[config.mk]
export PLATFORM = sky130hd
export DESIGN_NAME = fetch_sequencer_flat
export DESIGN_NICKNAME = d
export VERILOG_FILES = /design/src/rtl/rv_pkg.sv /design/src/rtl/fetch_sequencer_if.sv /design/src/rtl/fetch_timeout_ctr.sv /design/src/rtl/fetch_sequencer.sv /design/src/flat_wrapper.sv
export SDC_FILE = /design/constraint.sdc
export NUM_CORES = 1
export LEC_CHECK = 0
export CAP_MARGIN = 0
export CORE_ASPECT_RATIO = 1.25
export CORE_MARGIN = 2
export CORE_UTILIZATION = 30
export DETAILED_ROUTE_END_ITERATION = 16
export GPL_TIMING_DRIVEN = 0
export PLACE_DENSITY = 0.64
export SLEW_MARGIN = 40
export SYNTH_ARGS = -nofsm -noshare
export SYNTH_HDL_FRONTEND = slang
export SYNTH_SLANG_ARGS = --single-unit
[constraint.sdc]
create_clock -name clock -period 6.6 [get_ports clock]
set_clock_uncertainty 0.05 [all_clocks]
set_input_delay 1.32 -clock clock [delete_from_list [all_inputs] [get_ports clock]]
set_output_delay 1.32 -clock clock [all_outputs]
set_load 0.05 [all_outputs]
[src/rtl/rv_pkg.sv]
// rtl/rv_pkg.sv - shared types and constants for the fetch sequencer
package rv_pkg;

  typedef enum logic [1:0] {
    ST_IDLE  = 2'd0,
    ST_REQ   = 2'd1,
    ST_VALID = 2'd2,
    ST_HALT  = 2'd3
  } fetch_state_t;

  localparam logic [6:0]  OP_SYSTEM    = 7'b1110011;
  localparam logic [31:0] INSTR_ECALL  = 32'h0000_0073;
  localparam logic [31:0] INSTR_EBREAK = 32'h0010_0073;
  localparam logic [31:0] PC_INCR      = 32'd4;

  function automatic logic is_halt_instr(input logic [31:0] word);
    return (word[6:0] == OP_SYSTEM) && ((word == INSTR_ECALL) || (word == INSTR_EBREAK));
  endfunction

endpackage

[src/rtl/fetch_sequencer_if.sv]
// rtl/fetch_sequencer_if.sv - imem, decode and redirect handshake bundle
interface fetch_sequencer_if;
  logic        imem_req;
  logic [31:0] imem_addr;
  logic [31:0] imem_rdata;
  logic        imem_ack;
  logic [31:0] instr_out;
  logic [31:0] instr_pc;
  logic        instr_valid;
  logic        instr_ready;
  logic        redirect_valid;
  logic [31:0] redirect_pc;

  modport master (
    output imem_req, imem_addr, instr_out, instr_pc, instr_valid,
    input  imem_rdata, imem_ack, instr_ready, redirect_valid, redirect_pc
  );

  modport slave (
    input  imem_req, imem_addr, instr_out, instr_pc, instr_valid,
    output imem_rdata, imem_ack, instr_ready, redirect_valid, redirect_pc
  );
endinterface

[src/rtl/fetch_timeout_ctr.sv]
// rtl/fetch_timeout_ctr.sv - counts unacknowledged request cycles, flags the last allowed one
module fetch_timeout_ctr #(
  parameter int LIMIT = 16
) (
  input  logic clock,
  input  logic reset_n,
  input  logic clear,
  input  logic enable,
  output logic expire
);
  localparam int CW = $clog2(LIMIT + 1);

  logic [CW-1:0] cnt;

  always_ff @(posedge clock or negedge reset_n) begin
    if (!reset_n)    cnt <= '0;
    else if (clear)  cnt <= '0;
    else if (enable) cnt <= cnt + CW'(1);
  end

  // expire marks the LIMIT-th waiting cycle so the FSM leaves REQ on that edge
  assign expire = enable && (cnt == CW'(LIMIT - 1));
endmodule

[src/rtl/fetch_sequencer.sv]
// rtl/fetch_sequencer.sv - owns the PC, fetches from imem and hands words to decode
module fetch_sequencer
  import rv_pkg::*;
#(
  parameter logic [31:0] RESET_PC = 32'h0000_0000,
  parameter int          TIMEOUT  = 16,
  parameter int          CNT_W    = 32
) (
  input  logic             clock,
  input  logic             reset_n,
  input  logic             run,
  input  logic             step,
  fetch_sequencer_if.master bus,
  output logic             halted,
  output logic             fault,
  output logic [CNT_W-1:0] fetch_count
);
  fetch_state_t state, state_d;
  logic [31:0]  pc, pc_d, addr_q, instr_q, ipc_q, redir_pc;
  logic         squash, xfer, redir, ack_ok, tmo_en, tmo_exp;

  assign xfer     = (state == ST_VALID) && bus.instr_ready;
  assign redir    = bus.redirect_valid && (state != ST_HALT);
  assign redir_pc = bus.redirect_pc & ~32'h3;
  assign ack_ok   = (state == ST_REQ) && bus.imem_ack && !squash && !redir;
  assign pc_d     = redir ? redir_pc : (xfer ? pc + PC_INCR : pc);
  assign tmo_en   = (state == ST_REQ) && !bus.imem_ack;

  fetch_timeout_ctr #(.LIMIT(TIMEOUT)) u_timeout (
    .clock  (clock),
    .reset_n(reset_n),
    .clear  (!tmo_en),
    .enable (tmo_en),
    .expire (tmo_exp)
  );

  always_ff @(posedge clock or negedge reset_n) begin
    if (!reset_n) state <= ST_IDLE;
    else          state <= state_d;
  end

  always_comb begin
    state_d = state;
    case (state)
      ST_IDLE:  if (!redir && (run || step)) state_d = ST_REQ;
      ST_REQ: begin
        if (bus.imem_ack) state_d = ack_ok ? ST_VALID : ST_REQ;
        else if (tmo_exp) state_d = ST_HALT;
      end
      ST_VALID: begin
        if (xfer)       state_d = is_halt_instr(instr_q) ? ST_HALT : (run ? ST_REQ : ST_IDLE);
        else if (redir) state_d = run ? ST_REQ : ST_IDLE;
      end
      default:  state_d = ST_HALT;
    endcase
  end

  always_comb begin
    bus.imem_req    = (state == ST_REQ);
    bus.instr_valid = (state == ST_VALID);
    halted          = (state == ST_HALT);
  end

  assign bus.imem_addr = addr_q;
  assign bus.instr_out = instr_q;
  assign bus.instr_pc  = ipc_q;

  // addr_q freezes while a request is outstanding, so a redirect only moves pc
  always_ff @(posedge clock or negedge reset_n) begin
    if (!reset_n) begin
      pc          <= RESET_PC;
      addr_q      <= RESET_PC;
      instr_q     <= '0;
      ipc_q       <= '0;
      squash      <= 1'b0;
      fault       <= 1'b0;
      fetch_count <= '0;
    end else begin
      pc <= pc_d;
      if (!((state == ST_REQ) && !bus.imem_ack && (state_d == ST_REQ))) addr_q <= pc_d;
      if (ack_ok) begin
        instr_q <= bus.imem_rdata;
        ipc_q   <= addr_q;
      end
      if (state == ST_REQ) begin
        if (bus.imem_ack) squash <= 1'b0;
        else if (redir)   squash <= 1'b1;
      end else begin
        squash <= 1'b0;
      end
      if (tmo_exp) fault <= 1'b1;
      if (xfer) fetch_count <= fetch_count + CNT_W'(1);
    end
  end
endmodule

[src/flat_wrapper.sv]
// flat-port wrapper written by rule: the top's interface ports become plain ports
module fetch_sequencer_flat import rv_pkg::*;
#(
  parameter logic [31:0] RESET_PC = 32'h0000_0000,
  parameter int          TIMEOUT  = 16,
  parameter int          CNT_W    = 32
)
  (clock, reset_n, run, step, halted, fault, fetch_count, bus_imem_req, bus_imem_addr, bus_instr_out, bus_instr_pc, bus_instr_valid, bus_imem_rdata, bus_imem_ack, bus_instr_ready, bus_redirect_valid, bus_redirect_pc);
  fetch_sequencer_if bus_i ();
  input  logic clock;
  input  logic reset_n;
  input  logic run;
  input  logic step;
  output logic halted;
  output logic fault;
  output logic [CNT_W-1:0] fetch_count;
  output wire logic [$bits(bus_i.imem_req)-1:0] bus_imem_req;
  output wire logic [$bits(bus_i.imem_addr)-1:0] bus_imem_addr;
  output wire logic [$bits(bus_i.instr_out)-1:0] bus_instr_out;
  output wire logic [$bits(bus_i.instr_pc)-1:0] bus_instr_pc;
  output wire logic [$bits(bus_i.instr_valid)-1:0] bus_instr_valid;
  input wire logic [$bits(bus_i.imem_rdata)-1:0] bus_imem_rdata;
  input wire logic [$bits(bus_i.imem_ack)-1:0] bus_imem_ack;
  input wire logic [$bits(bus_i.instr_ready)-1:0] bus_instr_ready;
  input wire logic [$bits(bus_i.redirect_valid)-1:0] bus_redirect_valid;
  input wire logic [$bits(bus_i.redirect_pc)-1:0] bus_redirect_pc;
  assign bus_imem_req = bus_i.imem_req;
  assign bus_imem_addr = bus_i.imem_addr;
  assign bus_instr_out = bus_i.instr_out;
  assign bus_instr_pc = bus_i.instr_pc;
  assign bus_instr_valid = bus_i.instr_valid;
  assign bus_i.imem_rdata = bus_imem_rdata;
  assign bus_i.imem_ack = bus_imem_ack;
  assign bus_i.instr_ready = bus_instr_ready;
  assign bus_i.redirect_valid = bus_redirect_valid;
  assign bus_i.redirect_pc = bus_redirect_pc;
  fetch_sequencer #(.RESET_PC(RESET_PC), .TIMEOUT(TIMEOUT), .CNT_W(CNT_W)) u_core (.clock(clock), .reset_n(reset_n), .run(run), .step(step), .bus(bus_i), .halted(halted), .fault(fault), .fetch_count(fetch_count));
endmodule
==> impl_metrics.tcl <==
set metrics [dict create \
    vias_per_cell 4.702 \
    area_delta_synth_final_pct 41.24 \
    core_area_sq_um 24340 \
    cts_resized 0 \
    cap_viol_max_count 0 \
    synth-seq-cells 169 \
    drtIter0Drc 173 \
    arrival_ns 2.22 \
    setup_viol_count_final 0 \
    cts_sinks 169 \
    yosysWarnings 0 \
    synth_top_area_cell "dfrtp_1" \
    max-clock-path-buffers 2 \
    grt_max_degree 69 \
    p_total_mw 5.262 \
    synth_seq_area_share_pct 57.06 \
    grt_pass1_wl_mm 31.66 \
    async_flop_share_pct 100.0 \
    totalWireLength_mm 19.99 \
    cts_hold_buf 0 \
    p_comb_share_pct 48.2 \
    antenna_left 0 \
    diodes 0 \
    cts_made_buffers 17 \
    hp-class "reg -> reg" \
    clkLatencyLatePin_ns 0.43 \
    critPathRequiredTime_ns 5.23 \
    firstDrtPassIters 4 \
    dieArea_sq_um 25990 \
    clkPwrFrac_pct 19.2 \
    cts_tree "yes" \
    endpoint_kind "output port" \
    yosys.area.top_type_share_pct 57.06 \
    port_buffers 199 \
    startpoint_type "register" \
    die_h_um 179.7 \
    syn_inst 621 \
    maxSlewHeadroom_pct 47.92 \
    syn_area_sq_um 7412 \
    grt_pass1_vias 5746 \
    p_leak_nw 4.258 \
    path_class "reg -> out" \
    clkSlewWorstSetupHoldPaths_ns 0.07 \
    cp_slowest_cell "clkdlybuf4s50_1" \
    worstMarginPinSlew_ns 0.7813 \
    routabilityCongestion 0.7948 \
    rsz0062_at_grt "false" \
    wl_per_cell_um 16.90 \
    rows 64 \
    drive_gt1_share_pct 15.94 \
    syn_area_per_cell_sq_um 11.94 \
    maxSlewViolCount 0 \
    start_util_pct 30.45 \
    mostFrequentLayoutCell "clkdlybuf4s50_1" \
    htree_num_levels 4 \
    ys_top_cells_by_area "dfrtp_1, mux2_2, xnor2_1" \
    root_buffer "clkbuf_16" \
    synth_nets 696 \
    io_pins 203 \
    drc 0 \
    power.internal_mw 2.922 \
    layout_common_cells "clkdlybuf4s50_1, dfrtp_1, mux2_2, nor2_1, nand2_1" \
    netSwitchingPower_mw 2.339 \
    period_needed_ns 3.591 \
    switching_share_pct 44.46 \
    cp.buffers_inverters 2 \
    ys.flop_type "dfrtp_1" \
    pwr_density_cell_nw_per_um2 502.6 \
    via_count 5563 \
    detailed_place_hpwl_mm 14.70 \
    clock.fmax_ghz 0.2785 \
    ir_worst_vdd_uv 353.1 \
    synth_cell_type_count 51 \
    hold_viol_final 0 \
    place_ws_ns 2.751 \
    cp_top_family "buffers and inverters" \
    fillers 2369 \
    status "finished, final reports clean" \
    antenna_found_initial 0 \
    grt_usage_pct 15.91 \
    path_max_fanout 10 \
    path_cells "buf_4 > nor2b_1 > clkdlybuf4s50_1" \
    min_period_over_period_pct 54.40 \
    die_w_um 144.6 \
    grt_remaining_overflow 0 \
    setup_slack_ns 3.009 \
    post_cts_buffers 0 \
    synth_edf_count 0 \
    p_seq_share_pct 32.6 \
    cpPeakStageDelay_ns 0.89 \
    final_nets 916 \
]
logic make-up (layout without fill, tap and decap cells):
group | Yosys count | count (layout) | share of synthesized area (%)
simple gates | 200 | 200 | 15.01
flops | 169 | 169 | 57.06
compound gates | 79 | 79 | 6.482
mux | 79 | 79 | 11.95
xor+xnor | 58 | 58 | 6.853
buf+inv | 32 | 264 | 1.975
fa+ha+maj | 4 | 4 | 0.6752
synthesized netlist by cell type (2+ instances only):
cell      count
buf_4         2
buf_1         2
and2_1        6
nand2_1      41
nand4_1      16
nor2_1       53
xor2_1       23
nor3_1       12
ha_1          4
nor4_2        3
mux2i_1       3
nand4b_1      2
o21ai_0      13
clkbuf_1     10
o31ai_1       3
mux2_2       76
a221o_1       3
and4_1        7
o21ai_1       2
o22ai_1       9
and3_1        4
buf_2         9
a22oi_1       6
nand3_1      20
o21a_1        2
xnor2_1      35
nor4_1       17
inv_1         8
a21oi_1      32
dfrtp_1     169
nand2b_1      2
nor3_2        3
or3_1         2
o31a_1        3
nor2b_1       3
final timing paths:
check / from / to / slack (ns) / cells after the start
min in group asynchronous: reset_n / u_core.bus.instr_pc[30]$_DFFE_PN0P_ / 0.76 / 1
min: u_core.u_timeout.cnt[0]$_DFF_PN0_ / u_core.u_timeout.cnt[0]$_DFF_PN0_ / 0.40 / 1
max: u_core.state[1]$_DFF_PN0_ / bus_instr_valid / 3.01 / 3
min reg2reg: u_core.u_timeout.cnt[0]$_DFF_PN0_ / u_core.u_timeout.cnt[0]$_DFF_PN0_ / 0.40 / 1
max reg2reg: u_core.u_timeout.cnt[0]$_DFF_PN0_ / u_core.bus.imem_addr[21]$_DFFE_PN0N_ / 3.94 / 8
max in group asynchronous: reset_n / u_core.bus.instr_out[1]$_DFFE_PN0P_ / 5.04 / 2
registers in the layout, summed over array words and instances, names as in the netlist:
signal and flops:
u_core.bus.imem_addr 32, u_core.u_timeout.cnt 5, u_core.fetch_count 32, u_core.pc 32, u_core.fault 1, u_core.squash 1, u_core.state 2, u_core.bus.instr_pc 32
u_core.bus.instr_out 32
stage by stage:
| step | instance area (sq um) | TNS [ns] | hold slack [ns] | std cells | util (%) |
|---|---|---|---|---|---|
| final | 10470 | 0 | 0.4049 | 1183 | 43.00 |
| after global routing | 10470 | 0 | 0.4234 | 1183 | 43.00 |
| after CTS | 10460 | 0 | 0.4073 | 1183 | 42.98 |
| after detailed placement | 9877 | 0 | 0.3981 | 1152 | 40.57 |
| after global placement | 9817 | -550.59 | 0.3963 | 1150 | 40.33 |
| after floorplan | 7412 | 0 | 0.3829 | 621 | - |
area by class of cell:
| cell class | instances | area [sq um] | area share, % |
|---|---|---|---|
| repair buffers | 201 | 2052 | 19.60 |
| clock inverters | 12 | 152.6 | 1.458 |
| flip-flops and latches | 169 | 4229 | 40.40 |
| well taps | 330 | 412.9 | 3.944 |
| clock buffers | 19 | 432.9 | 4.135 |
| multi-input cells | 420 | 3043 | 29.07 |
| inverters | 8 | 30.03 | 0.2868 |
| plain buffers | 24 | 116.4 | 1.112 |
per-layer routing:
metal  up-vias  track usage (%)  wire length (um)
met3        28            2.824               746
met2       136            27.26             10400
met4         0            6.330               486
li1       2655                -                 -
met1      2744            19.71              8355
met5         -                0                 0
power groups by stage:
stage               sequential (mW)  combinational, mW  clock (mW)
global placement               1.72               2.53           0
CTS                            1.72               2.56        1.03
global route                   1.77               2.66        1.08
detailed placement             1.73               2.55           0
floorplan                      2.70              0.659           0
finish                         1.72               2.54        1.01
(Power assumes the default switching activity.)
